==> src/rtl/operand_wkup_buf_pkg.sv <==
`default_nettype none
// =============================================================================
// Module   : operand_wkup_buf_pkg
// Brief    : Shared types for the operand wake-up capture buffer.
// Revision : 1.0
// =============================================================================
package operand_wkup_buf_pkg;

    localparam int unsigned DEF_DATA_WIDTH = 32;

    typedef logic [DEF_DATA_WIDTH-1:0] word_t;

    typedef enum logic [1:0] {
        EMPTY = 2'd0,
        FRESH = 2'd1,
        HELD  = 2'd2
    } buf_state_e;

endpackage : operand_wkup_buf_pkg
`default_nettype wire

==> src/rtl/operand_wkup_buf_if.sv <==
`default_nettype none
// =============================================================================
// Module   : operand_wkup_buf_if
// Brief    : Issue-side / execute-side handshake bundle of the capture buffer.
// Revision : 1.0
// =============================================================================
interface operand_wkup_buf_if #(
    parameter int REG_COUNT     = 2,
    parameter int WKUP_COUNT    = 2,
    parameter int DATA_WIDTH    = 32,
    parameter int PAYLOAD_WIDTH = 64
);
    logic                                   in_valid_i;
    logic                                   in_ready_o;
    logic [REG_COUNT-1:0][DATA_WIDTH-1:0]   data_i;
    logic [PAYLOAD_WIDTH-1:0]               payload_i;
    logic [REG_COUNT-1:0][WKUP_COUNT-1:0]   wkup_hit_q_i;
    logic [WKUP_COUNT-1:0][DATA_WIDTH-1:0]  wkup_data_i;
    logic                                   out_valid_o;
    logic                                   out_ready_i;
    logic [REG_COUNT-1:0][DATA_WIDTH-1:0]   real_data_o;
    logic [PAYLOAD_WIDTH-1:0]               payload_o;
    logic                                   wkup_err_o;

    modport slave (
        input  in_valid_i, data_i, payload_i, wkup_hit_q_i, wkup_data_i, out_ready_i,
        output in_ready_o, out_valid_o, real_data_o, payload_o, wkup_err_o
    );

    modport master (
        output in_valid_i, data_i, payload_i, wkup_hit_q_i, wkup_data_i, out_ready_i,
        input  in_ready_o, out_valid_o, real_data_o, payload_o, wkup_err_o
    );

endinterface : operand_wkup_buf_if
`default_nettype wire

==> src/rtl/operand_wkup_buf_wkup_merge.sv <==
`default_nettype none
// =============================================================================
// Module   : wkup_merge
// Brief    : Per-operand selector between stale issue data and wake-up data.
//            WKUP_MULTIHIT_CHK_EN: lowest channel wins, multi-hit is flagged.
// Revision : 1.0
// =============================================================================
module wkup_merge
    import operand_wkup_buf_pkg::*;
#(
    parameter int WKUP_COUNT = 2,
    parameter int DATA_WIDTH = 32
) (
    input  wire logic [WKUP_COUNT-1:0]                 hit_i,
    input  wire logic [WKUP_COUNT-1:0][DATA_WIDTH-1:0] wkup_data_i,
    input  wire logic [DATA_WIDTH-1:0]                 stale_i,
    output logic      [DATA_WIDTH-1:0]                 data_o,
    output logic                                       multi_hit_o
);

`ifdef WKUP_MULTIHIT_CHK_EN
    logic w_found;

    always_comb begin
        data_o      = stale_i;
        multi_hit_o = 1'b0;
        w_found     = 1'b0;
        for (int j = 0; j < WKUP_COUNT; j++) begin
            if (hit_i[j]) begin
                if (w_found) begin
                    multi_hit_o = 1'b1;
                end else begin
                    data_o  = wkup_data_i[j];
                    w_found = 1'b1;
                end
            end
        end
    end
`else
    logic [DATA_WIDTH-1:0] w_or;

    always_comb begin
        w_or = '0;
        for (int j = 0; j < WKUP_COUNT; j++) begin
            if (hit_i[j]) begin
                w_or = w_or | wkup_data_i[j];
            end
        end
        data_o = (|hit_i) ? w_or : stale_i;
    end

    assign multi_hit_o = 1'b0;
`endif

endmodule : wkup_merge
`default_nettype wire

==> src/rtl/operand_wkup_buf.sv <==
`default_nettype none
// =============================================================================
// Module   : operand_wkup_buf
// Brief    : Single-entry operand capture buffer merging next-cycle wake-up data
//            and holding it under back-pressure. Option: WKUP_MULTIHIT_CHK_EN.
// Revision : 1.0
// =============================================================================
module operand_wkup_buf
    import operand_wkup_buf_pkg::*;
#(
    parameter int REG_COUNT     = 2,
    parameter int WKUP_COUNT    = 2,
    parameter int DATA_WIDTH    = 32,
    parameter int PAYLOAD_WIDTH = 64
) (
    input  wire logic         clk,
    input  wire logic         rst_n,
    input  wire logic         flush,
    operand_wkup_buf_if.slave bus
);

    buf_state_e                           state_q, state_d;
    logic [REG_COUNT-1:0][DATA_WIDTH-1:0] data_q, data_d;
    logic [REG_COUNT-1:0][WKUP_COUNT-1:0] hit_q, hit_d;
    logic [PAYLOAD_WIDTH-1:0]             payload_q, payload_d;

    logic [REG_COUNT-1:0][DATA_WIDTH-1:0] w_real;
    logic [REG_COUNT-1:0]                 w_multi;
    logic                                 w_in_ready;
    logic                                 w_accept;

    for (genvar g = 0; g < REG_COUNT; g++) begin : g_merge
        wkup_merge #(
            .WKUP_COUNT (WKUP_COUNT),
            .DATA_WIDTH (DATA_WIDTH)
        ) u_wkup_merge (
            .hit_i       (hit_q[g]),
            .wkup_data_i (bus.wkup_data_i),
            .stale_i     (data_q[g]),
            .data_o      (w_real[g]),
            .multi_hit_o (w_multi[g])
        );
    end

    assign w_in_ready = (state_q == EMPTY) | bus.out_ready_i;
    assign w_accept   = bus.in_valid_i & w_in_ready & ~flush;

    assign bus.in_ready_o  = w_in_ready;
    assign bus.out_valid_o = (state_q != EMPTY);
    assign bus.real_data_o = w_real;
    assign bus.payload_o   = payload_q;
    assign bus.wkup_err_o  = (state_q == FRESH) & (|w_multi);

    always_comb begin
        state_d   = state_q;
        data_d    = data_q;
        hit_d     = hit_q;
        payload_d = payload_q;

        if (flush) begin
            state_d = EMPTY;
            hit_d   = '0;
        end else begin
            case (state_q)
                EMPTY: begin
                    if (w_accept) begin
                        state_d   = FRESH;
                        data_d    = bus.data_i;
                        hit_d     = bus.wkup_hit_q_i;
                        payload_d = bus.payload_i;
                    end
                end
                FRESH, HELD: begin
                    if (bus.out_ready_i) begin
                        // Clearing hits on the way out keeps EMPTY output free of wake-up traffic.
                        state_d = EMPTY;
                        hit_d   = '0;
                        if (w_accept) begin
                            state_d   = FRESH;
                            data_d    = bus.data_i;
                            hit_d     = bus.wkup_hit_q_i;
                            payload_d = bus.payload_i;
                        end
                    end else if (state_q == FRESH) begin
                        state_d = HELD;
                        data_d  = w_real;
                        hit_d   = '0;
                    end
                end
                default: begin
                    state_d = EMPTY;
                    hit_d   = '0;
                end
            endcase
        end
    end

    always_ff @(posedge clk or negedge rst_n) begin
        if (!rst_n) begin
            state_q   <= EMPTY;
            data_q    <= '0;
            hit_q     <= '0;
            payload_q <= '0;
        end else begin
            state_q   <= state_d;
            data_q    <= data_d;
            hit_q     <= hit_d;
            payload_q <= payload_d;
        end
    end

endmodule : operand_wkup_buf
`default_nettype wire

==> src/flat_wrapper.sv <==
// flat-port wrapper written by rule: the top's interface ports become plain ports
module operand_wkup_buf_flat import operand_wkup_buf_pkg::*;
#(
    parameter int REG_COUNT     = 2,
    parameter int WKUP_COUNT    = 2,
    parameter int DATA_WIDTH    = 32,
    parameter int PAYLOAD_WIDTH = 64
)
  (clk, rst_n, flush, bus_in_valid_i, bus_data_i, bus_payload_i, bus_wkup_hit_q_i, bus_wkup_data_i, bus_out_ready_i, bus_in_ready_o, bus_out_valid_o, bus_real_data_o, bus_payload_o, bus_wkup_err_o);
  operand_wkup_buf_if #(.REG_COUNT(REG_COUNT), .WKUP_COUNT(WKUP_COUNT), .DATA_WIDTH(DATA_WIDTH), .PAYLOAD_WIDTH(PAYLOAD_WIDTH)) bus_i ();
  input  wire logic clk;
  input  wire logic rst_n;
  input  wire logic flush;
  input wire logic [$bits(bus_i.in_valid_i)-1:0] bus_in_valid_i;
  input wire logic [$bits(bus_i.data_i)-1:0] bus_data_i;
  input wire logic [$bits(bus_i.payload_i)-1:0] bus_payload_i;
  input wire logic [$bits(bus_i.wkup_hit_q_i)-1:0] bus_wkup_hit_q_i;
  input wire logic [$bits(bus_i.wkup_data_i)-1:0] bus_wkup_data_i;
  input wire logic [$bits(bus_i.out_ready_i)-1:0] bus_out_ready_i;
  output wire logic [$bits(bus_i.in_ready_o)-1:0] bus_in_ready_o;
  output wire logic [$bits(bus_i.out_valid_o)-1:0] bus_out_valid_o;
  output wire logic [$bits(bus_i.real_data_o)-1:0] bus_real_data_o;
  output wire logic [$bits(bus_i.payload_o)-1:0] bus_payload_o;
  output wire logic [$bits(bus_i.wkup_err_o)-1:0] bus_wkup_err_o;
  assign bus_i.in_valid_i = bus_in_valid_i;
  assign bus_i.data_i = bus_data_i;
  assign bus_i.payload_i = bus_payload_i;
  assign bus_i.wkup_hit_q_i = bus_wkup_hit_q_i;
  assign bus_i.wkup_data_i = bus_wkup_data_i;
  assign bus_i.out_ready_i = bus_out_ready_i;
  assign bus_in_ready_o = bus_i.in_ready_o;
  assign bus_out_valid_o = bus_i.out_valid_o;
  assign bus_real_data_o = bus_i.real_data_o;
  assign bus_payload_o = bus_i.payload_o;
  assign bus_wkup_err_o = bus_i.wkup_err_o;
  operand_wkup_buf #(.REG_COUNT(REG_COUNT), .WKUP_COUNT(WKUP_COUNT), .DATA_WIDTH(DATA_WIDTH), .PAYLOAD_WIDTH(PAYLOAD_WIDTH)) u_core (.clk(clk), .rst_n(rst_n), .flush(flush), .bus(bus_i));
endmodule
==> config.mk <==
export PLATFORM = sky130hd
export DESIGN_NAME = operand_wkup_buf_flat
export DESIGN_NICKNAME = d
export VERILOG_FILES = /design/src/rtl/operand_wkup_buf_pkg.sv /design/src/rtl/operand_wkup_buf_if.sv /design/src/rtl/operand_wkup_buf_wkup_merge.sv /design/src/rtl/operand_wkup_buf.sv /design/src/flat_wrapper.sv
export SDC_FILE = /design/constraint.sdc
export NUM_CORES = 1
export LEC_CHECK = 0
export BUFFER_PORTS_ARGS = -buffer_cell sky130_fd_sc_hd__buf_2
export CAP_MARGIN = 0
export CORE_UTILIZATION = 30
export DETAILED_ROUTE_END_ITERATION = 10
export HOLD_SLACK_MARGIN = 0.12
export PLACE_DENSITY = 0.62
export SLEW_MARGIN = 20
export SYNTH_ARGS = -nofsm -noshare
export SYNTH_HDL_FRONTEND = slang
export SYNTH_SLANG_ARGS = --single-unit
export TNS_END_PERCENT = 5
==> constraint.sdc <==
create_clock -name clk -period 1.83 [get_ports clk]
set_clock_uncertainty 0.1 [all_clocks]
set_input_delay 0.183 -clock clk [delete_from_list [all_inputs] [get_ports clk]]
set_output_delay 0.183 -clock clk [all_outputs]
set_load 0.05 [all_outputs]
# Yosys cells after proc, flatten, opt, wreduce, memory -nomap -nowiden
# Index checks and enable logic that the tools add are counted.
[classes]
n_eq_ne = 6
muxes = 25
bitwise_logic = 6
n_reduce_logical = 9
[ops]
columns = ["operator", "n"]
rows = [
  ["64-bit two-way mux", 5],
  ["64-bit case mux with 2 select lines", 2],
  ["32-bit two-way mux", 6],
  ["32-bit OR", 2],
  ["4-bit two-way mux", 5],
  ["2-bit two-way mux", 4],
  ["4-bit case mux with 2 select lines", 1],
  ["3-bit by 2-bit inequality test with 1-bit output (second input constant)", 2],
  ["3-bit AND reduction", 2],
  ["2-bit OR reduction", 3],
  ["4-bit by 3-bit inequality test with 1-bit output (second input constant)", 1],
  ["2-bit case mux with 2 select lines", 1],
  ["2-bit nonzero test", 2],
  ["1-bit AND", 2],
  ["2-bit by 1-bit == test with 1-bit output (second input constant)", 1],
  ["2-bit == test (second input constant)", 1],
  ["2-bit zero test", 1],
  ["2-bit inequality test (second input constant)", 1],
  ["2-bit AND reduction", 1],
  ["1-bit two-way mux", 1],
  ["1-bit NOT", 1],
  ["1-bit OR", 1],
]
[word_totals]
reg_bits = 134
output_inout_bits = 131

# Depth between registers and ports, before layout
# Gate-level depths: netlist of run 1.
[depth]
depth_word = 8
ltp_mapped = 8
mapped_depth_nobuf = 6

# By module
# A second synthesis of run 1 with hierarchy kept.
[hier_totals]
cells_unflattened = 530
area_unflattened_um2 = 7196.9
[modules_own_cells]
columns = ["module", "n_inst", "cells_per_inst", "area_per_inst_um2", "seq_area_each_um2"]
rows = [
  ["operand_wkup_buf", 1, 374, 5885.6, 3353.2],
  ["wkup_merge", 2, 78, 655.6, 0.0],
]

# Worst setup path after synthesis of run 1
# No wires, ideal clock.
[synth_timing]
path_type = "flip-flop to flip-flop"
startpoint = "register u_core.state_q[0]"
endpoint = "register u_core.state_q[1]"
t_arrival_ns = 1.763
slack_ns = -0.111
path_stages_with_launch = 7
period_less_slack_ns = 1.941
cell_sequence = "dfrtp_1 -> inv_1 -> ha_1 -> inv_1 -> o22ai_1 -> or3b_1 -> a21oi_1"
[synth_via]
elab_chain_cells = 6
[synth_lines]
columns = ["item", "line", "rtl"]
rows = [
  ["start, declared", "operand_wkup_buf.sv:22", "buf_state_e state_q, state_d;"],
  ["start signal, assigned", "operand_wkup_buf.sv:105", "state_q <= state_d;"],
  ["2-bit zero test", "operand_wkup_buf.sv:45, operand_wkup_buf.sv:64", ""],
  ["1-bit OR", "operand_wkup_buf.sv:45", "assign w_in_ready = (state_q == EMPTY) | bus.out_ready_i;"],
  ["1-bit AND (2 in series)", "operand_wkup_buf.sv:46", "assign w_accept = bus.in_valid_i & w_in_ready & ~flush;"],
  ["3-bit by 2-bit inequality test with 1-bit output (no line)", "-", ""],
  ["2-bit AND reduction (no line)", "-", ""],
]
# Parallel ways exist; a longest one is shown, timed or not.
# A chain may end at the register's enable or synchronous reset.

# Worst setup path after layout of run 1
[layout_timing]
startpoint = "register u_core.hit_q[0] (netlist name)"
endpoint = "output port bus_real_data_o[0]"
[layout_via]
elab_chain_cells = 4
[layout_lines]
columns = ["item", "line", "rtl"]
rows = [
  ["start, declared", "operand_wkup_buf.sv:24", "logic [REG_COUNT-1:0][WKUP_COUNT-1:0] hit_q, hit_d;"],
  ["start signal, assigned", "operand_wkup_buf.sv:107", "hit_q <= hit_d;"],
  ["32-bit two-way mux", "operand_wkup_buf_wkup_merge.sv:45", "if (hit_i[j]) begin"],
  ["32-bit OR", "operand_wkup_buf_wkup_merge.sv:46", "w_or = w_or | wkup_data_i[j];"],
  ["32-bit two-way mux", "operand_wkup_buf_wkup_merge.sv:45", ""],
  ["32-bit two-way mux (*)", "operand_wkup_buf_wkup_merge.sv:49", "data_o = (|hit_i) ? w_or : stale_i;"],
  ["end, declared", "flat_wrapper.sv:22", "output wire logic [$bits(bus_i.real_data_o)-1:0] bus_real_data_o;"],
]
# Every way passes the cells marked *; elsewhere a longest branch is shown, timed or not.

==> results of run 1 <==
==> worst max-delay path, delay by kind of cell (launching register included) <==
family                 cells  cell delay [ns]
buffers and inverters      2             0.35
flip-flops                 1             0.49
AO/OA/AOI/OAI              2             0.43
==> power breakdown <==
part | total (mW) | internal, mW | leakage, nW | switching [mW]
combinational | 6.36 | 2.51 | 4.07 | 3.85
clock | 3.56 | 2.08 | 0.289 | 1.48
sequential | 3.99 | 3.61 | 1.53 | 0.379
==> timing repair <==
action                                  4_1_cts  5_1_grt
hold buffers                                134        0
pin swaps                                    25       26
gates cloned                                  1        3
buffers inserted                              4        4
resized for setup                           129       27
hold endpoints to repair                    268        0
endpoints found under the setup margin      193      193
==> cell usage in the layout (no fill, tap or decap), types with 2 or more instances in the layout <==
master	count
sky130_fd_sc_hd__buf_2	264
sky130_fd_sc_hd__a22o_4	3
sky130_fd_sc_hd__mux2_4	60
sky130_fd_sc_hd__o22ai_1	58
sky130_fd_sc_hd__nor2_4	3
sky130_fd_sc_hd__dfrtp_2	3
sky130_fd_sc_hd__clkinvlp_4	3
sky130_fd_sc_hd__bufinv_16	2
sky130_fd_sc_hd__inv_6	7
sky130_fd_sc_hd__dlygate4sd3_1	134
sky130_fd_sc_hd__buf_8	2
sky130_fd_sc_hd__buf_12	19
sky130_fd_sc_hd__dfrtp_1	131
sky130_fd_sc_hd__a22oi_1	4
sky130_fd_sc_hd__inv_2	2
sky130_fd_sc_hd__clkbuf_16	19
sky130_fd_sc_hd__o21ba_2	20
sky130_fd_sc_hd__a21oi_1	3
sky130_fd_sc_hd__buf_4	22
sky130_fd_sc_hd__o21ba_1	44
sky130_fd_sc_hd__o22ai_2	7
sky130_fd_sc_hd__nand2b_1	2
sky130_fd_sc_hd__a22o_1	61
sky130_fd_sc_hd__mux2_1	4
sky130_fd_sc_hd__nor2_1	5
sky130_fd_sc_hd__buf_6	63
sky130_fd_sc_hd__ha_4	2
sky130_fd_sc_hd__clkinv_4	3
sky130_fd_sc_hd__ha_1	2
sky130_fd_sc_hd__a21o_1	63
==> registers in the layout, summed over array words and instances (netlist names) <==
| signal | flops |
|---|---|
| u_core.bus.payload_o | 64 |
| u_core.hit_q | 4 |
| u_core.data_q | 64 |
| u_core.state_q | 2 |
==> through the flow <==
step	cells	cell area (um2)	total power [mW]	setup WS, ns
after floorplan	540	7020	8.05	0.0103
after global placement	1136	9100	9.42	-0.154
after detailed placement	1136	9100	9.47	-0.202
after CTS	1307	11500	13.8	-0.195
after global routing	1314	11800	14.5	-0.218
final	1314	11800	13.9	-0.161
==> worst paths after layout <==
path                            slack [ns]  cells after the start                        to                    start
worst max-delay path                 -0.16                      4        bus_real_data_o[0]          u_core.hit_q[0]
worst min-delay path                  0.17                      2         u_core.data_q[10]                    rst_n
worst max register to register       -0.10                      7   u_core.bus.payload_o[1]        u_core.state_q[0]
worst min register to register        0.39                      1   u_core.bus.payload_o[2]  u_core.bus.payload_o[2]
max in group asynchronous             0.86                      3  u_core.bus.payload_o[44]                    rst_n
min in group clk                      0.18                      4         u_core.state_q[1]          bus_out_ready_i
==> routing by layer <==
metal / global-route usage (%) / part of all wire [%] / wire length (um) / up-vias
met5: 0 / 0 / 0 / -
met2: 37.1 / 51 / 12900 / 277
met1: 23.6 / 40 / 10300 / 3266
met3: 5.77 / 6.5 / 1660 / 51
met4: 7.92 / 2.5 / 637 / 0
li1: - / - / - / 3031
==> logic make-up (layout without fill, tap and decap cells) <==
family | Yosys count | after routing
DFF | 134 | 134
muxes | 64 | 64
buffers and inverters | 54 | 543
AOI/OAI and AO/OA | 266 | 266
other | 1 | 1
adders and majority gates | 4 | 4
and+or+nand+nor | 17 | 17
==> cell type report <==
| cell class | count | share of cell area (%) |
|---|---|---|
| repair buffers | 507 | 34.3 |
| multi-input cells | 352 | 28.9 |
| flip-flops and latches | 134 | 28.6 |
| clock buffers | 18 | 3.74 |
| well taps | 285 | 3.03 |
| clock inverters | 14 | 1.38 |
| inverters | 4 | 0.160 |
==> impl_metrics.json, run 1 <==
{
  "post-route-worst-setup-slack_ns": -0.161,
  "violated_checks": "setup timing",
  "cts_tree": "built",
  "required_ns": 1.55,
  "wl_per_instance_um": 19.4,
  "cp_slowest_stage_delay_ns": 0.49,
  "clock_path_buffers": 2,
  "first_global_vias": 7122,
  "finalHoldViolCount": 0,
  "pins_over_their_slew_limit": 0,
  "multiInputGateArea_um2": 3390,
  "post_synth_fa_ha_maj_area_fraction_pct": 0.717,
  "postSynthAreaPerCell_um2": 12.9,
  "drt-initial-drc-count": 220,
  "synth_top_family_by_area": "compound AO/OA/AOI/OAI gates",
  "worst_skew_pair.late_latency_ns": 0.41,
  "post_synth_and_or_nand_nor_area_fraction_pct": 1.47,
  "antenna_violating_nets_post_route": 0,
  "largest_area_contributor_in_the_synthesized_netlist": "sky130_fd_sc_hd__dfrtp_1",
  "core.rowCount": 55,
  "n_antenna_cell": 0,
  "synth_xor_xnor_area_share_pct": 0,
  "timing.final.crit_share_pct": 109,
  "synth_flop_cell": "sky130_fd_sc_hd__dfrtp_1",
  "status": "finished with violations",
  "min-delay-path-class": "in -> async",
  "critPathArrivalTime_ns": 1.71,
  "drt_wl_total_um": 25500,
  "height_of_the_die_um": 154,
  "postSynthNetCount": 745,
  "max-vdd-ir-drop_v": 0.000562,
  "drc": 0,
  "worstSetupStartpointType": "register",
  "synthesis.yosys.warnings": 0,
  "type_of_the_worst_setup_path": "reg -> out",
  "clkTransAtPathRegs_ns": 0.07,
  "top_post_synthesis_cells_by_area": "sky130_fd_sc_hd__dfrtp_1 (48%), sky130_fd_sc_hd__mux2_4 (13%), sky130_fd_sc_hd__a22o_1 (8.0%), sky130_fd_sc_hd__a21o_1 (6.9%), sky130_fd_sc_hd__o21ba_1 (6.3%)",
  "core_area_um2": 22700,
  "grt_use_total_pct": 20.9,
  "cpMaxStageDelayCell": "sky130_fd_sc_hd__dfrtp_2",
  "grt_max_degree": 47,
  "report.final.setup_viol": 160,
  "detailed_place_hpwl_um": 15900,
  "synthArstFlopShare_pct": 100,
  "power.density_cell_area_nw_per_um2": 1180,
  "hold-worst-slack_ns": 0.168,
  "initial_utilization_pct": 30.7,
  "post_route_cells_drive_above_1_share_pct": 49.9,
  "nature_of_the_critical_path_endpoint": "output pin",
  "die-width_um": 154,
  "syn-instance-count": 540,
  "cts_buffers": 17,
  "final_total_negative_setup_slack_ns": -11.52,
  "clock-sinks": 134,
  "synth_seq_cells": 134,
  "io_buffers": 330,
  "register_area_um2": 3360,
  "finalCriticalPeriod_ns": 1.99,
  "die_area_um2": 23900,
  "viasPerCell": 5.04,
  "synth.lib_cells_used.distinct": 28,
  "area_delta_synth_final_pct": 68.5,
  "route.vias.total": 6625,
  "drv.max_cap_violation_count": 0,
  "synth_compound_area_share_pct": 31.0,
  "place.gp.congestion": 0.759,
  "layout.filler_cells": 1943,
  "synth_enable_flop_cells": 0,
  "ctsHtreeMaxLevel": 4,
  "top_level_ports": 332,
  "grt_overflow_total": 0,
  "crit_path_cell_trace": "buf_12 -> a22o_1 -> a21o_1 -> buf_6",
  "leakagePower_nw": 5.89,
  "rsz0062_at_grt": "true",
  "grt_antenna_before_repair": 0,
  "cts.root.buffer_cell": "sky130_fd_sc_hd__clkbuf_16",
  "synth_top_cell_area_share_pct": 48.1,
  "max_freq_mhz": 502,
  "synth_commonest_cells": "sky130_fd_sc_hd__dfrtp_1 (134), sky130_fd_sc_hd__o22ai_1 (65), sky130_fd_sc_hd__a21o_1 (64), sky130_fd_sc_hd__a22o_1 (64), sky130_fd_sc_hd__mux2_4 (60)",
  "final_core_util_pct": 51.7,
  "synth_seq_area_share_pct": 48.1,
  "detailedRoute.firstPassIterationCount": 4,
  "synth_area_um2": 6980,
  "grt_pass1_wl_um": 38200,
  "yosys-mux-area-fraction_pct": 13.6,
  "most_numerous_cell_in_the_yosys_netlist": "sky130_fd_sc_hd__dfrtp_1",
  "critical_path.max_fanout": 23,
  "layout.nets": 1221
}
(Power assumes the default switching activity.)
==> run 2, diff against run 1 <==
--- a/config.mk
+++ b/config.mk
@@ -8,10 +8,10 @@
 export BUFFER_PORTS_ARGS = -buffer_cell sky130_fd_sc_hd__buf_2
 export CAP_MARGIN = 0
 export CORE_UTILIZATION = 30
+export CTS_BUF_LIST = sky130_fd_sc_hd__clkbuf_4
 export DETAILED_ROUTE_END_ITERATION = 10
 export HOLD_SLACK_MARGIN = 0.12
 export PLACE_DENSITY = 0.62
-export SLEW_MARGIN = 20
 export SYNTH_ARGS = -nofsm -noshare
 export SYNTH_HDL_FRONTEND = slang
 export SYNTH_SLANG_ARGS = --single-unit
==> run 2 against run 1 <==
  * The run still ends with setup timing left
  * Sequential share of layout area shrank 0.22 points
  * Setup slack worse by 0.15 ns
  * Register-to-register slack worse by 0.11 ns
  * Hold slack hardly changed
  * Clock-buffer cell count shrank 1
  * Combinational power up 2%
  * Largest power group unchanged
  * Die area is the same
  * Cell area rose by 0.79%
  * Clock power down 40%
  * Sequential power is essentially flat
  * Via count rose by 2.0%
  * Wire length rose by 3.8%
==> impl_metrics.json, run 2 (synthesis gave the netlist of run 1 again) <==
{
  "status": "finished with violations",
  "violated_checks": "setup timing",
  "mostFrequentLayoutCell": "sky130_fd_sc_hd__buf_2",
  "grt_overflow_total": 0,
  "detailedRoute.firstPassIterationCount": 4,
  "grt_max_degree": 58,
  "worstSetupStartpointType": "register",
  "die_area_um2": 23900,
  "finalCriticalPeriod_ns": 2.14,
  "initial_utilization_pct": 30.7,
  "critical_path.max_fanout": 23,
  "power.density_cell_area_nw_per_um2": 1070,
  "report.final.setup_viol": 177,
  "final_core_util_pct": 52.2,
  "cp_slowest_stage_delay_ns": 0.51,
  "rsz0062_at_grt": "true",
  "hold-worst-slack_ns": 0.169,
  "worst_skew_pair.late_latency_ns": 0.53,
  "clock-sinks": 134,
  "detailedPlace.worstSlack_ns": -0.202,
  "required_ns": 1.55,
  "first_global_vias": 7355,
  "drt_wl_total_um": 26500,
  "place.gp.congestion": 0.759,
  "timing.final.crit_share_pct": 117,
  "drv.max_cap_violation_count": 0,
  "layout.filler_cells": 1949,
  "die-width_um": 154,
  "pins_over_their_slew_limit": 0,
  "cts.root.buffer_cell": "sky130_fd_sc_hd__clkbuf_4",
  "critical_path.n_buffers_inverters": 2,
  "crit_path_cell_trace": "buf_12 -> a22o_1 -> a21o_1 -> buf_4",
  "max-vdd-ir-drop_v": 0.000480,
  "post_route_cells_drive_above_1_share_pct": 47.7,
  "layout.cells.most_common_list": "sky130_fd_sc_hd__buf_2 (263), sky130_fd_sc_hd__dlygate4sd3_1 (174), sky130_fd_sc_hd__dfrtp_1 (131), sky130_fd_sc_hd__buf_6 (66), sky130_fd_sc_hd__o22ai_1 (65)",
  "core_area_um2": 22700,
  "antenna_violating_nets_post_route": 0,
  "n_antenna_cell": 0,
  "nature_of_the_critical_path_endpoint": "output pin",
  "grt_pass1_wl_um": 38800,
  "critPathArrivalTime_ns": 1.86,
  "grt_use_total_pct": 21.0,
  "critical_path.top_delay_family": "flip-flops",
  "post-route-worst-setup-slack_ns": -0.311,
  "top_level_ports": 332,
  "drc": 0,
  "grt_antenna_before_repair": 0,
  "leakagePower_nw": 5.94,
  "drt-initial-drc-count": 280,
  "detailed_place_hpwl_um": 15900,
  "clkTransAtPathRegs_ns": 0.13,
  "route.vias.total": 6755,
  "layout.nets": 1262,
  "io_buffers": 330,
  "cpMaxStageDelayCell": "sky130_fd_sc_hd__dfrtp_2",
  "cts_tree": "built",
  "height_of_the_die_um": 154,
  "max_freq_mhz": 467,
  "viasPerCell": 4.99,
  "finalHoldViolCount": 0,
  "core.rowCount": 55,
  "area_delta_synth_final_pct": 69.8,
  "ctsHtreeMaxLevel": 4,
  "wl_per_instance_um": 19.6,
  "clock_path_buffers": 2,
  "type_of_the_worst_setup_path": "reg -> out",
  "cts_buffers": 17,
  "min-delay-path-class": "in -> reg"
}
-- run 2: cell count changes in the layout (fill, tap and decap cells not counted), moves of 2 or more --
cell / delta
sky130_fd_sc_hd__dlygate4sd3_1: +40
sky130_fd_sc_hd__clkbuf_4: +17
sky130_fd_sc_hd__clkbuf_16: -14
sky130_fd_sc_hd__o22ai_1: +7
sky130_fd_sc_hd__o22ai_2: -7
sky130_fd_sc_hd__mux2_1: -4
sky130_fd_sc_hd__mux2_4: +4
sky130_fd_sc_hd__buf_4: -3
sky130_fd_sc_hd__buf_6: +3
sky130_fd_sc_hd__buf_12: -2
sky130_fd_sc_hd__buf_8: +2
-- run 2: path summary, 6_finish.rpt --
| path | startpoint | slack (ns) | end | cells past startpoint |
|---|---|---|---|---|
| max | u_core.hit_q[0] | -0.31 | bus_real_data_o[1] | 4 |
| min | bus_wkup_data_i[8] | 0.17 | u_core.data_q[8] | 5 |
| max reg2reg | u_core.state_q[0] | -0.21 | u_core.bus.payload_o[55] | 6 |
| min reg2reg | u_core.data_q[21] | 0.41 | u_core.data_q[21] | 1 |
| max in group asynchronous | rst_n | 0.44 | u_core.bus.payload_o[44] | 4 |
| min in group asynchronous | rst_n | 0.57 | u_core.data_q[7] | 3 |
-- run 2: final cells by class --
class	count	area, um2	share of cell area, %
Clock buffer	17	128	1.08
Tap cell	285	357	3.01
Inverter	4	18.8	0.158
Sequential cell	134	3360	28.3
Multi-Input combinational cell	352	3350	28.3
Timing Repair Buffer	548	4470	37.7
Clock inverter	15	166	1.41
-- run 2: worst reg2reg max path, cell delays in order (launching register included) --
cell and delay, ns:
sky130_fd_sc_hd__dfrtp_1 0.39, sky130_fd_sc_hd__inv_2 0.06, sky130_fd_sc_hd__ha_4 0.28, sky130_fd_sc_hd__nor2b_4 0.04, sky130_fd_sc_hd__o211ai_4 0.28, sky130_fd_sc_hd__buf_12 0.37, sky130_fd_sc_hd__mux2_4 0.42
-- run 2: power breakdown --
group	leakage [nW]	internal [mW]	switching, mW
clock	0.152	0.843	1.30
combinational	4.25	2.61	3.87
sequential	1.53	3.60	0.386
total	5.94	7.06	5.56
-- run 2: per-layer routing --
layer	wire, um	part of all wire, %	GRT usage (%)
met1	10600	40	23.7
met2	13500	51	38.0
met3	1690	6.4	5.46
met4	694	2.6	7.73
met5	0	0	0
-- run 2: timing repair --
action	in CTS	in global routing
cloned	0	6
pin swaps	36	41
hold buffers	174	0
gates resized for setup	114	43
endpoints found under the hold margin	268	0
setup buffers	1	6
endpoints found under the setup margin	194	195
-- run 2: metrics by stage --
stage	area [um2]	power, mW	cells	setup TNS (ns)
6_report	11800	12.6	1355	-27.89
3_3_place_gp	9100	9.42	1136	-8.54
5_1_grt	11800	13.2	1355	-44.75
2_1_floorplan	7020	8.05	540	0
4_1_cts	11500	12.4	1343	-33.22
3_5_place_dp	9100	9.47	1136	-13.71
